## config.mk

```make
export PLATFORM = sky130hd
export DESIGN_NAME = divider_arbiter
export DESIGN_NICKNAME = d
export VERILOG_FILES = /design/src/rtl/divider_arbiter.sv
export SDC_FILE = /design/constraint.sdc
export NUM_CORES = 1
export LEC_CHECK = 0
export CORE_MARGIN = 2
export CORE_UTILIZATION = 49
export CTS_CLUSTER_SIZE = 16
export DETAILED_ROUTE_END_ITERATION = 8
export PLACE_DENSITY_LB_ADDON = 0.2
export SLEW_MARGIN = 15
export SYNTH_ARGS = -nofsm -noshare
export SYNTH_HDL_FRONTEND = slang
export SYNTH_SLANG_ARGS = --single-unit
export TNS_END_PERCENT = 50
```

## constraint.sdc

```tcl
create_clock -name clk -period 4.6 [get_ports clk]
set_input_delay 0.46 -clock clk [delete_from_list [all_inputs] [get_ports clk]]
set_output_delay 0.46 -clock clk [all_outputs]
set_load 0.01 [all_outputs]
```

## src/rtl/divider_arbiter.sv

```systemverilog
// divider_arbiter: shares one multi-cycle divider between two requesters.
//   Round-robin grant on ties, divide-by-zero answered locally without
//   starting the divider, watchdog abort of a divide that never completes,
//   one tagged response at a time on a valid/ready bus.
// Ports:
//   clk, rst_n                      clock, synchronous active-low reset
//   reqN_valid/ready/dividend/divisor  request channels (N = 0, 1)
//   rsp_valid/ready/id/quotient/remainder/err  response channel
//                                   (err: 00 ok, 01 divide-by-zero, 10 timeout)
//   div_start/dividend/divisor      to the divider core
//   div_done/quotient/remainder     from the divider core
module divider_arbiter #(
    parameter int WIDTH   = 4,
    parameter int TIMEOUT = 15
) (
    input  logic             clk,
    input  logic             rst_n,
    input  logic             req0_valid,
    output logic             req0_ready,
    input  logic [WIDTH-1:0] req0_dividend,
    input  logic [WIDTH-1:0] req0_divisor,
    input  logic             req1_valid,
    output logic             req1_ready,
    input  logic [WIDTH-1:0] req1_dividend,
    input  logic [WIDTH-1:0] req1_divisor,
    output logic             rsp_valid,
    input  logic             rsp_ready,
    output logic             rsp_id,
    output logic [WIDTH-1:0] rsp_quotient,
    output logic [WIDTH-1:0] rsp_remainder,
    output logic [1:0]       rsp_err,
    output logic             div_start,
    output logic [WIDTH-1:0] div_dividend,
    output logic [WIDTH-1:0] div_divisor,
    input  logic             div_done,
    input  logic [WIDTH-1:0] div_quotient,
    input  logic [WIDTH-1:0] div_remainder
);

    typedef enum logic [1:0] {IDLE, ISSUE, WAIT, RESP} state_t;

    localparam logic [1:0] ERR_OK  = 2'b00;
    localparam logic [1:0] ERR_DZ  = 2'b01;
    localparam logic [1:0] ERR_TMO = 2'b10;

    state_t           state, state_nx;
    logic             last_served;
    logic             cur_id;
    logic [7:0]       timer;
    logic [WIDTH-1:0] opa_q, opb_q, quo_q, rem_q;
    logic [1:0]       err_q;

    logic             grant;
    logic             accept;
    logic             timeout_hit;
    logic [WIDTH-1:0] sel_a, sel_b;

    // Tie goes to whoever was not served last; otherwise the sole requester.
    always_comb begin
        if (req0_valid && req1_valid) grant = ~last_served;
        else                          grant = req1_valid;
    end

    // Ready is forced low while reset is asserted so nothing is accepted
    // in a cycle whose edge will clear the state anyway.
    assign req0_ready = rst_n && (state == IDLE) && !grant && req0_valid;
    assign req1_ready = rst_n && (state == IDLE) &&  grant && req1_valid;
    assign accept     = req0_ready || req1_ready;

    assign sel_a = grant ? req1_dividend : req0_dividend;
    assign sel_b = grant ? req1_divisor  : req0_divisor;

    assign timeout_hit = (timer == 8'(TIMEOUT - 1));

    always_comb begin
        state_nx = state;
        case (state)
            IDLE:  if (accept) state_nx = (sel_b == '0) ? RESP : ISSUE;
            ISSUE: state_nx = WAIT;
            // done takes priority; either way the response goes out next
            WAIT:  if (div_done || timeout_hit) state_nx = RESP;
            RESP:  if (rsp_ready) state_nx = IDLE;
            default: state_nx = IDLE;
        endcase
    end

    always_ff @(posedge clk) begin
        if (!rst_n) begin
            state       <= IDLE;
            last_served <= 1'b1;
            cur_id      <= 1'b0;
            timer       <= '0;
            opa_q       <= '0;
            opb_q       <= '0;
            quo_q       <= '0;
            rem_q       <= '0;
            err_q       <= ERR_OK;
        end else begin
            state <= state_nx;
            case (state)
                IDLE: begin
                    if (accept) begin
                        cur_id <= grant;
                        opa_q  <= sel_a;
                        opb_q  <= sel_b;
                        if (sel_b == '0) begin
                            quo_q <= '1;
                            rem_q <= sel_a;
                            err_q <= ERR_DZ;
                        end
                    end
                end
                ISSUE: timer <= '0;
                WAIT: begin
                    timer <= timer + 8'd1;
                    if (div_done) begin
                        quo_q <= div_quotient;
                        rem_q <= div_remainder;
                        err_q <= ERR_OK;
                    end else if (timeout_hit) begin
                        quo_q <= '0;
                        rem_q <= '0;
                        err_q <= ERR_TMO;
                    end
                end
                RESP: if (rsp_ready) last_served <= cur_id;
                default: ;
            endcase
        end
    end

    assign div_start     = (state == ISSUE);
    assign div_dividend  = opa_q;
    assign div_divisor   = opb_q;
    assign rsp_valid     = (state == RESP);
    assign rsp_id        = cur_id;
    assign rsp_quotient  = quo_q;
    assign rsp_remainder = rem_q;
    assign rsp_err       = err_q;

endmodule

```

# After elaboration in Yosys (flattened, before gate mapping)
# Index checks and enable logic that the tools add are counted.
# W data, S select, Z words.
totals:
  register_bits: 30
  latchBits: 0
  ramBits: 0
  romBits: 0
  in_bits: 30
  out_inout_bits: 23
  elab_cells: 60
  memories: 0
op_classes:
  addsub: 1
  multipliers: 0
  n_div: 0
  magnitude_cmp: 0
  eq_ne: 9
  n_shift: 0
  n_mux: 23
  bitwise: 1
  reduce_logical: 17
ops:
  columns: ["operator", "n"]
  rows:
  - ["$mux W4", 9]
  - ["$mux W2", 8]
  - ["$pmux W4 S2", 2]
  - ["$pmux W8 S2", 1]
  - ["$add A8 B1 Y8 const B", 1]
  - ["$eq A8 B4 Y1 const B", 1]
  - ["$pmux W2 S4", 1]
  - ["$logic_and A1 B1 Y1", 6]
  - ["$eq A2 B2 Y1 const B", 2]
  - ["$logic_not A4 Y1", 1]
  - ["$ne A2 B1 Y1 const B", 2]
  - ["$ne A2 B2 Y1 const B", 2]
  - ["$pmux W2 S2", 1]
  - ["$reduce_and A2 Y1", 2]
  - ["$reduce_and A4 Y1", 1]
  - ["$reduce_bool A2 Y1", 2]
  - ["$ne A3 B3 Y1 const B", 1]
  - ["$reduce_and A3 Y1", 1]
  - ["$eq A2 B1 Y1 const B", 1]
  - ["$logic_not A2 Y1", 1]
  - ["$logic_or A1 B1 Y1", 2]
  - ["$logic_not A1 Y1", 1]
  - ["$mux W1", 1]
  - ["$not A1 Y1", 1]

# Longest topological paths before layout
depth:
  ltp_word: 8
  depth_mapped: 8
  ltp_nobuf: 6

# Worst setup path after synthesis
# No wires, ideal clock.
synth_timing:
  path_kind: "input -> output"
  startpoint: "in req1_valid"
  endpoint: "out req1_ready"
  arrival_time_ns: 1.209
  required_ns: 4.140
  slack_ns: 2.931
  cell_stages: 4
  path_buffers: 2
  path_cell_list: "a21boi_1 buf_6 buf_4 and3_1"
synth_via:
  elab_chain_cells: 4
synth_lines:
  columns: ["item", "line", "source"]
  rows:
  - ["start: declaration", "22", "input logic req1_valid,"]
  - ["$logic_and A1 B1 Y1", "60", "if (req0_valid && req1_valid) grant = ~last_served;"]
  - ["$mux W1", "60", null]
  - ["$logic_and A1 B1 Y1", "67", "assign req1_ready = rst_n && (state == IDLE) && grant && req1_valid;"]
  - ["$logic_and A1 B1 Y1 *", "67", null]
  - ["end: declaration", "23", "output logic req1_ready,"]
# Every way passes the cells marked *; elsewhere a longest branch is shown, timed or not.

# Worst setup path after layout
layout_timing:
  startpoint: "in rst_n"
  endpoint: "out req0_ready"
layout_via:
  elab_chain_cells: 3
layout_lines:
  columns: ["item", "line", "source"]
  rows:
  - ["start: declaration", "17", "input logic rst_n,"]
  - ["$logic_and A1 B1 Y1 (3 in series)", "66", "assign req0_ready = rst_n && (state == IDLE) && !grant && req0_valid;"]
  - ["end: declaration", "19", "output logic req0_ready,"]
# Every way passes these cells.

==> flow_metrics.py <==
metrics = {
    "clock_tree": {
        "hold_buffers": 0,
        "cts_resized": 0,
        "ctsRootBufferMaster": "clkbuf_4",
        "cts_buffers": 5,
        "clock_latency_ns": 0.32,
        "clock-sinks": 30,
        "htree_levels": 2,
        "clk_pin_slew_ns": 0.10,
        "clk_path_buf_depth": 2,
        "post-cts-setup-buffers": 0,
        "cts_tree": "done",
    },
    "cells_and_area": {
        "final_common_cell": "clkdlybuf4s50_1",
        "layout.nets": 265,
        "antenna_cells_inserted": 0,
        "syn_to_final_growth_pct": 34.9,
        "fin_cells": 274,
        "fillers": 281,
        "drive_gt1_share_pct": 9.57,
        "final_cell_mix": "52 x clkdlybuf4s50_1, 30 x nand2_1, 30 x dfxtp_1, 18 x mux2i_1, 16 x nor2_1",
    },
    "synth": {
        "avgSynthCellArea_um2": 9.02,
        "synthTopCellsByArea": "dfxtp_1 37%, mux2i_1 11%, nand2_1 6.9%",
        "yosysWarningCount": 0,
        "synth-main-ff-cell": "dfxtp_1",
        "synth_top_area_share_pct": 37.0,
        "syn_area_mm2": 0.00162,
        "ys_ff_latch": 30,
        "synth_nets": 216,
        "synth-edff-count": 0,
        "ys_seq_area_share_pct": 37.0,
        "synth_cell_types": 38,
        "syn_inst": 180,
        "async_flop_share_pct": 0,
        "yosys.area.top_type": "dfxtp_1",
    },
    "routing": {
        "drcViolationCount": 0,
        "wl_mm": 3.81,
        "num_vias": 1464,
        "first_pass_iters": 4,
        "drt-initial-drc-count": 59,
        "antenna_left": 0,
        "viasPerCell": 5.34,
        "wl_per_cell_um": 13.9,
    },
    "critical_path": {
        "worst-path-buf-inv": 2,
        "crit_chain": "clkdlybuf4s50_1, nand3_1, nor2_1, clkdlybuf4s50_1",
        "crit_fanout": 22,
        "cp-end-kind": "output pin",
        "slowest_delay_ns": 0.95,
        "cp.arrival_ns": 2.25,
        "worst_ep_required_time_ns": 4.14,
        "startpoint": "rst_n",
        "cp_common_cell": "clkdlybuf4s50_1",
        "worstSetupPathType": "in -> out",
        "slowest_stage": "clkdlybuf4s50_1",
        "r2r_start": "state[1]",
        "critPathTopFamily": "buffers and inverters",
        "worstSetupStartpointType": "input port",
    },
    "sta": {
        "max_freq_ghz": 0.369,
        "relSlewSlack_pct": 50.0,
        "hold_viol": 0,
        "tightestPinTransition_ns": 0.748,
        "slew_violations": 0,
        "totalNegativeSetupSlack_ns": 0,
        "rsz0062_at_grt": "false",
        "skew_ns": 0.00681,
        "period_share_pct": 58.8,
        "setup_viol": 0,
        "fin_crit_ns": 2.71,
    },
    "floorplanning": {
        "core.rowCount": 20,
        "start_util_pct": 52.3,
        "die_area_mm2": 0.00379,
        "core_area_mm2": 0.00310,
        "dieWidth_um": 61.6,
        "die_y_um": 61.6,
        "io_pins": 53,
    },
    "outcome": {
        "status": "finished clean",
    },
    "global_routing": {
        "grt_pass1_wl_mm": 6.03,
        "antenna_found_initial": 0,
        "grt_pass1_vias": 1467,
        "grt.total_usage_pct": 21.5,
        "grt_max_degree": 23,
        "globalRouteOverflowTotal": 0,
    },
    "placement": {
        "dp.cells": 266,
        "place.detailed.hpwl_mm": 2.90,
        "portBuffers": 52,
        "gp_congestion": 0.719,
    },
    "flow_run": {
        "cap_violations": 0,
    },
    "power": {
        "seq_power_share_pct": 39.3,
        "p_leak_nw": 0.910,
        "swShare_pct": 34.3,
        "ir_drop_uv": 214,
        "p_switching_w": 0.000295,
        "p_clk_share_pct": 19.0,
        "comb_power_share_pct": 41.7,
        "p_total_w": 0.000861,
        "powerDensity_mw_per_mm2": 393,
        "internal_power_w": 0.000566,
    },
    "min_path": {
        "worstHoldStart": "rsp_err[1]",
        "hold_class": "reg -> reg",
    },
}
power by group through the flow:
stage          Clock, W  Combinational, W  Sequential, W
2_1_floorplan         0          0.000213       0.000355
3_3_place_gp          0          0.000348       0.000343
3_5_place_dp          0          0.000359       0.000344
4_1_cts        0.000167          0.000360       0.000338
5_1_grt        0.000175          0.000390       0.000345
6_report       0.000164          0.000359       0.000338
registers in the layout, indices dropped and copies added (netlist names):
signal / count
rsp_err: 2
rsp_id: 1
div_divisor: 4
timer: 8
rsp_remainder: 4
state: 2
last_served: 1
rsp_quotient: 4
div_dividend: 4
area by class of cell:
type                    count  area [µm²]  share of cell area (%)
well taps                  44        55.1                    2.51
inverters                   7        26.3                    1.20
clock buffers               7        55.1                    2.51
multi-input cells         132         920                    42.0
flip-flops and latches     30         601                    27.4
repair buffers             53         528                    24.1
clock inverters             1        5.00                   0.229
worst paths after layout:
check,cells after the start,endpoint,slack [ns]
worst max-delay path,4,req0_ready,1.89
worst min-delay path,2,rsp_err[1],0.47
worst max register to register,6,rsp_remainder[2],2.54
worst min register to register,2,rsp_err[1],0.47
synthesized netlist by cell type (2+ instances only):
library cell,n
buf_4,2
o21ai_0,2
dfxtp_1,30
a21oi_1,3
nor2_1,16
nand4_1,3
or3b_2,3
mux2i_1,18
buf_2,5
or3_1,2
buf_6,2
mux2_2,2
and3_1,2
inv_1,7
nand3_1,11
a31o_1,3
ha_1,6
nand2_1,30
xor2_1,4
a211oi_1,10
nor4_1,2
worst reg2reg max path, stage by stage (launching register included):
cell and delay, ns:
dfxtp_1 0.34, inv_1 0.10, ha_1 0.28, o211a_1 0.52, a21o_2 0.17, o211ai_2 0.29, mux2i_1 0.21
per-stage QoR:
step / util [%] / worst slack (ns) / instance area [µm²] / hold slack, ns
after floorplan: - / 2.93 / 1620 / 0.437
after global placement: 68.6 / 1.87 / 2130 / 0.448
after detailed placement: 68.6 / 1.78 / 2130 / 0.457
after CTS: 70.6 / 1.89 / 2190 / 0.472
after global routing: 70.6 / 1.78 / 2190 / 0.484
final: 70.6 / 1.89 / 2190 / 0.468
cell families after synthesis:
kind of cell | Yosys count | synth area share, %
AND/OR/NAND/NOR | 72 | 21.1
flip-flops | 30 | 37.0
AO/OA/AOI/OAI | 29 | 15.5
multiplexers | 20 | 12.5
buffers and inverters | 18 | 6.55
adder cells (fa/ha/maj) | 6 | 4.63
XOR/XNOR | 5 | 2.70
metal layers:
layer,GRT usage (%),wire [µm],up-vias
met5,0,0,-
met4,10.3,67,0
met3,5.88,237,9
met2,37.4,1860,55
met1,24.2,1650,663
li1,-,-,737
No activity file was read; power rests on OpenSTA's default activity.
